## src/rtl/pipe_pkg.sv

```systemverilog
// ============================================================================
// Module      : pipe_pkg
// Description : Opcodes, one-hot op codes, ID_EX layout and decode helper
// Revision    : 1.0 - initial release
// ============================================================================
`default_nettype none

package pipe_pkg;

    localparam logic [5:0] OPC_ADD  = 6'd0;
    localparam logic [5:0] OPC_SUB  = 6'd1;
    localparam logic [5:0] OPC_LDI  = 6'd2;
    localparam logic [5:0] OPC_SHL  = 6'd3;
    localparam logic [5:0] OPC_SHR  = 6'd4;
    localparam logic [5:0] OPC_AND  = 6'd5;
    localparam logic [5:0] OPC_OR   = 6'd6;
    localparam logic [5:0] OPC_XOR  = 6'd7;
    localparam logic [5:0] OPC_BR   = 6'd8;
    localparam logic [5:0] OPC_BNE  = 6'd9;
    localparam logic [5:0] OPC_MOVE = 6'd10;
    localparam logic [5:0] OPC_ADDI = 6'd11;
    localparam logic [5:0] OPC_MULT = 6'd12;
    localparam logic [5:0] OPC_HALT = 6'd13;
    localparam logic [5:0] OPC_NOP  = 6'd14;

    localparam logic [15:0] OP_ADD  = 16'h0001;
    localparam logic [15:0] OP_SUB  = 16'h0002;
    localparam logic [15:0] OP_LDI  = 16'h0004;
    localparam logic [15:0] OP_SHL  = 16'h0008;
    localparam logic [15:0] OP_SHR  = 16'h0010;
    localparam logic [15:0] OP_AND  = 16'h0020;
    localparam logic [15:0] OP_OR   = 16'h0040;
    localparam logic [15:0] OP_XOR  = 16'h0080;
    localparam logic [15:0] OP_BR   = 16'h0100;
    localparam logic [15:0] OP_BNE  = 16'h0200;
    localparam logic [15:0] OP_MOVE = 16'h0400;
    localparam logic [15:0] OP_ADDI = 16'h0800;
    localparam logic [15:0] OP_MULT = 16'h1000;
    localparam logic [15:0] OP_HALT = 16'h2000;
    localparam logic [15:0] OP_NOP  = 16'h4000;

    // Operation classes as masks over the one-hot op code
    localparam logic [15:0] DEST_RD_MASK = OP_ADD | OP_SUB | OP_SHL | OP_SHR | OP_AND
                                         | OP_OR | OP_XOR | OP_MOVE | OP_MULT;
    localparam logic [15:0] DEST_RT_MASK = OP_LDI | OP_ADDI;
    localparam logic [15:0] WRITER_MASK  = DEST_RD_MASK | DEST_RT_MASK;
    localparam logic [15:0] RS_MASK      = OP_ADD | OP_SUB | OP_AND | OP_OR | OP_XOR
                                         | OP_MULT | OP_BNE | OP_SHL | OP_SHR;
    localparam logic [15:0] RT_MASK      = OP_ADD | OP_SUB | OP_AND | OP_OR | OP_XOR
                                         | OP_MULT | OP_BNE | OP_MOVE | OP_ADDI;

    localparam int IDEX_W         = 161;
    localparam int IDEX_PC_LSB    = 0;
    localparam int IDEX_RS_LSB    = 32;
    localparam int IDEX_RT_LSB    = 64;
    localparam int IDEX_DEST_LSB  = 96;
    localparam int IDEX_ZERO_LSB  = 101;
    localparam int IDEX_OP_LSB    = 112;
    localparam int IDEX_IMM_LSB   = 128;
    localparam int IDEX_IMM2_LSB  = 144;
    localparam int IDEX_VALID_BIT = 160;

    typedef enum logic [1:0] {
        ST_RUN    = 2'd0,
        ST_STALL  = 2'd1,
        ST_HALTED = 2'd2
    } dec_state_t;

    typedef struct packed {
        logic [15:0] op;
        logic [4:0]  dest;
        logic        writer;
        logic        use_rs;
        logic        use_rt;
        logic        is_halt;
    } dec_t;

    function automatic dec_t decode_instr(input logic [31:0] instr);
        dec_t       d;
        logic [5:0] opc;
        opc       = instr[31:26];
        d.op      = (opc < OPC_NOP) ? (16'h0001 << opc) : OP_NOP;
        if ((d.op & DEST_RD_MASK) != 16'h0000) begin
            d.dest = instr[15:11];
        end else if ((d.op & DEST_RT_MASK) != 16'h0000) begin
            d.dest = instr[20:16];
        end else begin
            d.dest = 5'd0;
        end
        d.writer  = ((d.op & WRITER_MASK) != 16'h0000) && (d.dest != 5'd0);
        d.use_rs  = (d.op & RS_MASK) != 16'h0000;
        d.use_rt  = (d.op & RT_MASK) != 16'h0000;
        d.is_halt = (d.op == OP_HALT);
        return d;
    endfunction

endpackage

`default_nettype wire

```

## src/rtl/decode_stage_reg_file.sv

```systemverilog
// ============================================================================
// Module      : reg_file
// Description : Register file, two async reads with write-through, r0 == 0
// Revision    : 1.0 - initial release
// ============================================================================
`default_nettype none

module reg_file #(
    parameter int NREGS = 32,
    parameter int DW    = 32,
    parameter int AW    = $clog2(NREGS)
) (
    input  logic          clock,
    input  logic          reset_n,
    input  logic [AW-1:0] rd_addr_a,
    input  logic [AW-1:0] rd_addr_b,
    output logic [DW-1:0] rd_data_a,
    output logic [DW-1:0] rd_data_b,
    input  logic          wr_en,
    input  logic [AW-1:0] wr_addr,
    input  logic [DW-1:0] wr_data
);

    logic [NREGS-1:0][DW-1:0] r_mem;
    logic                     w_wr_live;

    // Entry 0 is never written, so it stays at its reset value of zero
    assign w_wr_live = wr_en && (wr_addr != '0);

    always_ff @(posedge clock or negedge reset_n) begin
        if (!reset_n) begin
            r_mem <= '0;
        end else if (w_wr_live) begin
            r_mem[wr_addr] <= wr_data;
        end
    end

    assign rd_data_a = (w_wr_live && (wr_addr == rd_addr_a)) ? wr_data : r_mem[rd_addr_a];
    assign rd_data_b = (w_wr_live && (wr_addr == rd_addr_b)) ? wr_data : r_mem[rd_addr_b];

endmodule

`default_nettype wire

```

## src/rtl/decode_stage.sv

```systemverilog
// ============================================================================
// Module      : decode_stage
// Description : Instruction decode with RAW stall, flush and HALT latch
// Revision    : 1.0 - initial release
// ============================================================================
`default_nettype none

module decode_stage
    import pipe_pkg::*;
#(
    parameter int NREGS  = 32,
    parameter int PEND_W = 2
) (
    input  logic                     clock,
    input  logic                     reset_n,
    input  logic                     if_valid,
    input  logic [31:0]              if_instr,
    input  logic [31:0]              if_pc,
    output logic                     id_ready,
    input  logic                     wb_we,
    input  logic [$clog2(NREGS)-1:0] wb_addr,
    input  logic [31:0]              wb_data,
    input  logic                     ex_flush,
    output logic [IDEX_W-1:0]        ID_EX,
    output logic                     halted
);

    localparam int AW       = $clog2(NREGS);
    localparam int PEND_MAX = (1 << PEND_W) - 1;

    dec_state_t                   r_state;
    dec_state_t                   w_state_nxt;
    logic [IDEX_W-1:0]            r_idex;
    logic [IDEX_W-1:0]            w_idex_nxt;
    logic [NREGS-1:0][PEND_W-1:0] r_pend;
    logic [NREGS-1:0][PEND_W-1:0] w_pend_nxt;
    int                           w_net;

    dec_t        w_dec;
    logic [AW-1:0] w_rs;
    logic [AW-1:0] w_rt;
    logic [31:0] w_rs_val;
    logic [31:0] w_rt_val;
    logic        w_haz_rs;
    logic        w_haz_rt;
    logic        w_haz_wr;
    logic        w_hazard;
    logic        w_accept;
    logic        w_idex_valid;
    logic [4:0]  w_idex_dest;

    assign w_dec = decode_instr(if_instr);
    assign w_rs  = if_instr[25:21];
    assign w_rt  = if_instr[20:16];

    reg_file #(
        .NREGS (NREGS),
        .DW    (32)
    ) u_reg_file (
        .clock     (clock),
        .reset_n   (reset_n),
        .rd_addr_a (w_rs),
        .rd_addr_b (w_rt),
        .rd_data_a (w_rs_val),
        .rd_data_b (w_rt_val),
        .wr_en     (wb_we),
        .wr_addr   (wb_addr),
        .wr_data   (wb_data)
    );

    // r0 never carries a pending count, so only non-zero sources can stall
    assign w_haz_rs = w_dec.use_rs && (w_rs != '0) && (r_pend[w_rs] != '0);
    assign w_haz_rt = w_dec.use_rt && (w_rt != '0) && (r_pend[w_rt] != '0);
    assign w_haz_wr = w_dec.writer && (r_pend[w_dec.dest] == PEND_W'(PEND_MAX));
    assign w_hazard = w_haz_rs || w_haz_rt || w_haz_wr;

    assign id_ready = (r_state != ST_HALTED) && !w_hazard && !ex_flush;
    assign w_accept = if_valid && id_ready;

    assign w_idex_valid = r_idex[IDEX_VALID_BIT];
    assign w_idex_dest  = r_idex[IDEX_DEST_LSB +: 5];

    assign w_idex_nxt = {1'b1, if_instr[15:0], if_instr[15:0], w_dec.op, 11'd0,
                         w_dec.dest, w_rt_val, w_rs_val, if_pc};

    always_ff @(posedge clock or negedge reset_n) begin
        if (!reset_n) begin
            r_idex <= '0;
        end else if (w_accept) begin
            r_idex <= w_idex_nxt;
        end else begin
            r_idex[IDEX_VALID_BIT] <= 1'b0;
        end
    end

    // Net issue, writeback and squash per register, clamped to the counter range
    always_comb begin
        w_pend_nxt = r_pend;
        w_net      = 0;
        for (int i = 1; i < NREGS; i++) begin
            w_net = int'(r_pend[i])
                  + int'(w_accept && w_dec.writer && (w_dec.dest == 5'(i)))
                  - int'(wb_we && (wb_addr == AW'(i)))
                  - int'(ex_flush && w_idex_valid && (w_idex_dest == 5'(i)));
            if (w_net < 0) begin
                w_net = 0;
            end else if (w_net > PEND_MAX) begin
                w_net = PEND_MAX;
            end
            w_pend_nxt[i] = w_net[PEND_W-1:0];
        end
    end

    always_ff @(posedge clock or negedge reset_n) begin
        if (!reset_n) begin
            r_pend <= '0;
        end else begin
            r_pend <= w_pend_nxt;
        end
    end

    always_ff @(posedge clock or negedge reset_n) begin
        if (!reset_n) begin
            r_state <= ST_RUN;
        end else begin
            r_state <= w_state_nxt;
        end
    end

    always_comb begin
        w_state_nxt = r_state;
        case (r_state)
            ST_RUN: begin
                if (w_accept && w_dec.is_halt) begin
                    w_state_nxt = ST_HALTED;
                end else if (if_valid && w_hazard) begin
                    w_state_nxt = ST_STALL;
                end
            end
            ST_STALL: begin
                if (w_accept && w_dec.is_halt) begin
                    w_state_nxt = ST_HALTED;
                end else if (!w_hazard) begin
                    w_state_nxt = ST_RUN;
                end
            end
            ST_HALTED: begin
                w_state_nxt = ST_HALTED;
            end
            default: begin
                w_state_nxt = ST_RUN;
            end
        endcase
    end

    assign ID_EX  = r_idex;
    assign halted = (r_state == ST_HALTED);

endmodule

`default_nettype wire

```

## config.mk

```make
export PLATFORM = sky130hd
export DESIGN_NAME = decode_stage
export DESIGN_NICKNAME = d
export VERILOG_FILES = /design/src/rtl/pipe_pkg.sv /design/src/rtl/decode_stage_reg_file.sv /design/src/rtl/decode_stage.sv
export SDC_FILE = /design/constraint.sdc
export NUM_CORES = 2
export LEC_CHECK = 0
export BUFFER_PORTS_ARGS = -buffer_cell sky130_fd_sc_hd__clkbuf_2
export CAP_MARGIN = 20
export CORE_ASPECT_RATIO = 2
export CORE_MARGIN = 2
export CORE_UTILIZATION = 55
export CTS_BUF_LIST = sky130_fd_sc_hd__clkbuf_8
export CTS_CLUSTER_DIAMETER = 120
export CTS_CLUSTER_SIZE = 28
export DETAILED_ROUTE_END_ITERATION = 6
export GPL_TIMING_DRIVEN = 0
export PLACE_DENSITY = 0.72
export SLEW_MARGIN = 20
export SYNTH_ARGS = -nofsm -noshare
export SYNTH_HDL_FRONTEND = slang
export SYNTH_SLANG_ARGS = --single-unit
```

## constraint.sdc

```tcl
create_clock -name clock -period 5.37 [get_ports clock]
set_clock_uncertainty 0.05 [all_clocks]
set_input_delay 0.2685 -clock clock [delete_from_list [all_inputs] [get_ports clock]]
set_output_delay 0.2685 -clock clock [all_outputs]
set_load 0.03 [all_outputs]
```

# After elaboration in Yosys (flattened, before gate mapping)
# Cells that the tools add are included.
# Widths: inputs -> output; s select.
dict set report word_totals {
  word_cells 543
  mem_bits_ro 0
  register_bits 1238
  inputBits 106
  output_inout_bits 163
  memories 0
  latch_bits 0
  mem_bits_rw 0
}
dict set report op_classes {
  n_shift 1
  reduce_logical 127
  eq_ne 102
  bitwise_logic 0
  multipliers 0
  addsub 93
  mux 86
  div_mod_pow 0
  magnitude_cmp 68
}
# cell n
set op_table {}
lappend op_table {{$bwmux 1024} 1}
lappend op_table {{$bmux 32 s5} 2}
lappend op_table {{$eq 5x5->1 const B} 48}
lappend op_table {{$demux 32 s5} 1}
lappend op_table {{$mux 32} 5}
lappend op_table {{$gt 5x3->1 const B} 31}
lappend op_table {{$lt 5x1->1 const B} 31}
lappend op_table {{$sub 4x2->5} 31}
lappend op_table {{$mux 2} 69}
lappend op_table {{$sub 3x1->4} 31}
lappend op_table {{$eq 5x4->1 const B} 24}
lappend op_table {{$logic_and 1x1->1} 110}
lappend op_table {{$add 2x1->3} 31}
lappend op_table {{$reduce_bool 16->1} 5}
lappend op_table {{$eq 5x3->1 const B} 12}
lappend op_table {{$bmux 2 s5} 3}
lappend op_table {{$eq 5x2->1 const B} 6}
lappend op_table {{$lt 5x6->1 const B} 4}
lappend op_table {{$reduce_bool 5->1} 4}
lappend op_table {{$eq 16x14->1 const B} 1}
lappend op_table {{$mux 16} 1}
lappend op_table {{$shl 1x6->16 const A} 1}
lappend op_table {{$eq 5x1->1 const B} 3}
lappend op_table {{$eq 5x5->1} 2}
lappend op_table {{14 further kinds} 20}

# Depth between registers and ports, before layout
dict set report depth {
  depth_word 22
  depth_mapped 24
  mapped_depth_nobuf 18
}

# Cells and area by module
# A second synthesis with hierarchy kept.
dict set report hier_totals {
  hier_cells 4825
  hier_area_um2 67816.3
}
# module cells_each instances seq_area_each_um2 area_per_inst_um2
set by_module_without_submodules {}
lappend by_module_without_submodules {reg_file 3495 1 25624.6 53909.2}
lappend by_module_without_submodules {decode_stage 1330 1 4954.8 13907.1}

# Least setup slack after synthesis
# OpenSTA, ideal clock, no wires.
dict set report synth_timing {
  path_type {in2reg}
  from {input if_instr[31]}
  to {register r_pend[60] (netlist bit)}
  n_path_buf 4
  t_arrival_ps 4257
  setup_time_ps 84
  required_time_ps 5236
  path_slack_ps 979
  path_stages 21
  path_cell_list {buf_2 or4b_4 nor3_2 a21o_1 buf_4 mux2i_1 mux2_2 o2111ai_2 nand4_4 inv_4 buf_4 buf_4 nand3_1 ha_1 inv_1 ha_1 inv_1 fa_1 ha_1 a22oi_1 a21boi_0}
}
# item line_no
set synth_lines {}
lappend synth_lines {{start, declared} decode_stage.sv:17} ;# input logic [31:0] if_instr,
lappend synth_lines {{end signal, assigned} decode_stage.sv:118} ;# r_pend <= w_pend_nxt;
lappend synth_lines {{end, declared} decode_stage.sv:35} ;# logic [NREGS-1:0][PEND_W-1:0] r_pend;

==> impl_metrics.tcl <==
set metrics [dict create \
    grt_max_degree 93 \
    crit_family "adder cells" \
    dp_cells 7481 \
    stdcell_count 7649 \
    cp.depth 19 \
    worstPathArrival_ps 5960 \
    swShare 0.361 \
    synth_top_area_frac 0.448 \
    final_antenna_net_count 0 \
    nNetsFinal 6389 \
    design_area_sq_mm 0.0740 \
    synth_area_leaders "dfrtp_1 45%, mux4_2 21%, mux2_2 9.1%" \
    synthDistinctLibCells 68 \
    dpl.hpwl_um 189000 \
    p_switching_mw 8.89 \
    cp-start-kind "flip-flop" \
    yosys.area.top_type "dfrtp_1" \
    cts_buffer_depth 3 \
    synth_common_cells "1601 x nand2_1, 1222 x dfrtp_1, 647 x mux4_2, 552 x mux2_2, 348 x clkbuf_1" \
    htreeDepth 2 \
    worst_slack_ps 153 \
    die-area_sq_mm 0.127 \
    cp_max_fo 10 \
    multiInputGateArea_sq_mm 0.0351 \
    dieWidth_um 253 \
    holdPathEnd "u_reg_file.r_mem[192]$_DFFE_PN0P_" \
    p_leak_nw 34.8 \
    tns_ps 0 \
    wirelength_um 265000 \
    fin_util 0.602 \
    synth_top_family_by_area "multiplexers" \
    synthCells 5636 \
    crit_chain "nor2_1 -> a21oi_1 -> mux4_2 -> nand2_1 -> nand3_1 -> a32oi_2 -> nand4_4 -> inv_8 -> buf_4 -> buf_4 -> nand3_1 -> ha_1 -> inv_1 -> ha_1 -> inv_1 -> fa_1 -> ha_1 -> a22oi_1 -> a21boi_0" \
    comb_power_share 0.327 \
    power_mw 24.6 \
    io_buffers 243 \
    synth-main-ff-cell "dfrtp_1" \
    pre_cts_slack_ps -1090 \
    critPathKind "reg -> reg" \
    synth_edf_count 0 \
    required_ps 6110 \
    synth_area_sq_mm 0.0682 \
    yosysSeqAreaShare 0.448 \
    clk_latency_ps 910 \
    finalMaxSlewViolations 0 \
    dpl_cell_area_sq_mm 0.0722 \
    grt.overflow.total 0 \
    synth_xor_area_frac 0.00565 \
    io_pins 269 \
    antenna_found_initial 16 \
    syn2layout_area_growth_pct 8.45 \
    setup_viol 0 \
    syn_avg_cell_area_sq_um 12.1 \
    min_period_ps 5220 \
    vias 52400 \
    avgRoutedWirePerCell_um 34.6 \
    r2r_end "r_pend[8]$_DFF_PN0_" \
    drive_above_1_share 0.291 \
    initial_core_util 0.555 \
    fin_crit_sh 0.972 \
    synth_compound_area_frac 0.0277 \
    ir_drop_v 0.000222 \
    power_density_mw_per_mm2 332 \
    cts_buffers 49 \
    p_int_mw 15.7 \
    core_sq_mm 0.123 \
    reg2reg_from "r_pend[63]$_DFF_PN0_" \
    max-cap-violations 0 \
    rsz0062_at_grt "no" \
    slew_headroom 0.113 \
    synth.most_common_cell "nand2_1" \
    grt_usage 0.428 \
    yosys_warnings 0 \
    rows 182 \
    drc 0 \
    hold_violations 0 \
    max_freq_mhz 192 \
    clk_pin_slew_ps 180 \
    gp_congestion 1.04 \
    run_status "completed" \
    grt_pass1_wl_um 377000 \
    cts_sinks 1222 \
    hold-path-cell-count 6 \
    synthMuxAreaShare 0.330 \
    worst_pin_slew_ps 1330 \
    reg2reg_depth 19 \
    reg2reg_setup_slack_ps 150 \
    drt_iter0_drc 6391 \
    die_h_um 502 \
    ys_seq_elements 1222 \
    cts_tree "yes" \
    hold_class "in -> reg" \
    clockRootBuffer "clkbuf_8" \
    p_clk_frac 0.155 \
    crit_top_cell "ha_1" \
    holdWs_ps 7.42 \
    grt_pass1_vias 53700 \
    synthSimpleGateAreaFrac 0.106 \
    num-fill-cells 9751 \
    regArea_sq_mm 0.0306 \
    path_buf_inv 5 \
    slowest_stage "dfrtp_1" \
    synthAdderAreaFrac 0.0432 \
    critPathCaptureType "flip-flop" \
    critical_path.max_stage_delay_ps 540 \
    drt-pass1-iter-count 6 \
    avgViaCountPerCell 6.85 \
    p_seq_frac 0.517 \
    hold_path_startpoint "wb_we" \
    async_reset_ff_frac 1.00 \
]
## routing by layer
metal	GRT usage	share of wire
met1	0.429	0.29
met2	0.663	0.46
met3	0.146	0.11
met4	0.463	0.14
met5	0.000783	0.00024
## what timing repair did
item / CTS / global route
hold buffers: 88 / 0
endpoints found under the setup margin: 62 / 58
buffers inserted: 1 / 3
pin swaps: 1 / 1
resized for setup: 5 / 9
hold endpoints to repair: 751 / 0
## power by group through the flow
stage          sequential [mW]  clock (mW)  combinational (mW)
6_report                  12.7        3.83                8.06
5_1_grt                   12.9        4.08                8.54
4_1_cts                   12.6        3.82                7.91
3_5_place_dp              12.8           0                7.84
3_3_place_gp              12.7           0                7.57
2_1_floorplan             13.1           0                4.78
## layout make-up
class	instances	area share
Timing Repair Buffer	369	0.0370
Antenna cell	17	0.000575
Buffer	512	0.0311
Sequential cell	1222	0.413
Clock inverter	2	0.000254
Multi-Input combinational cell	3765	0.474
Inverter	147	0.00756
Tap cell	1564	0.0264
Clock buffer	51	0.00948
## how the worst max path moves through the flow
stage	end	from	slack, ps
2_1_floorplan	r_pend[60]$_DFF_PN0_	if_instr[31]	980
6_report	r_pend[8]$_DFF_PN0_	r_pend[63]$_DFF_PN0_	150
3_5_place_dp	r_pend[5]$_DFF_PN0_	if_instr[21]	-1090
4_1_cts	r_pend[6]$_DFF_PN0_	r_pend[47]$_DFF_PN0_	50
3_3_place_gp	u_reg_file.r_mem[689]$_DFFE_PN0P_	reset_n	-26150
5_1_grt	r_pend[5]$_DFF_PN0_	r_pend[39]$_DFF_PN0_	0.5
## worst reg2reg max path, stage by stage, from the launching register on
cell and delay [ps]:
dfrtp_1 540, nor2_1 190, a21oi_1 100, mux4_2 500, nand2_1 80, nand3_1 250
a32oi_2 480, nand4_4 270, inv_8 110, buf_4 250, buf_4 300, nand3_1 270
ha_1 370, inv_1 40, ha_1 190, inv_1 70, fa_1 420, ha_1 230
a22oi_1 240, a21boi_0 210
## flip-flops by register name (all words and copies together), names as in the netlist
signal,flops
r_pend,62
u_reg_file.r_mem,1024
ID_EX,134
r_state,2
## layout by cell type (no fill, tap or decap), types with 6 or more instances in the layout
cell,instances
a211o_1,9
a211oi_1,12
a21boi_0,62
a21oi_1,26
a22oi_1,31
a31oi_1,34
buf_1,48
buf_16,15
buf_2,71
buf_4,38
buf_6,18
clkbuf_1,276
clkbuf_2,322
clkbuf_8,52
conb_1,11
dfrtp_1,1218
diode_2,17
dlygate4sd3_1,87
fa_1,31
ha_1,186
inv_1,146
mux2_1,89
mux2_2,552
mux2i_1,73
mux4_2,647
nand2_1,1601
nand3_1,40
nor2_1,105
nor2_2,13
nor3_1,37
nor3b_1,6
o21ai_0,69
xnor2_1,39
## logic make-up after synthesis
family	Yosys count
simple gates	1849
mux	1362
flops	1222
buf+inv	659
compound gates	282
fa+ha+maj	217
xor+xnor	44
other cells	1
Note: power is estimated with default switching activity, not from simulation.
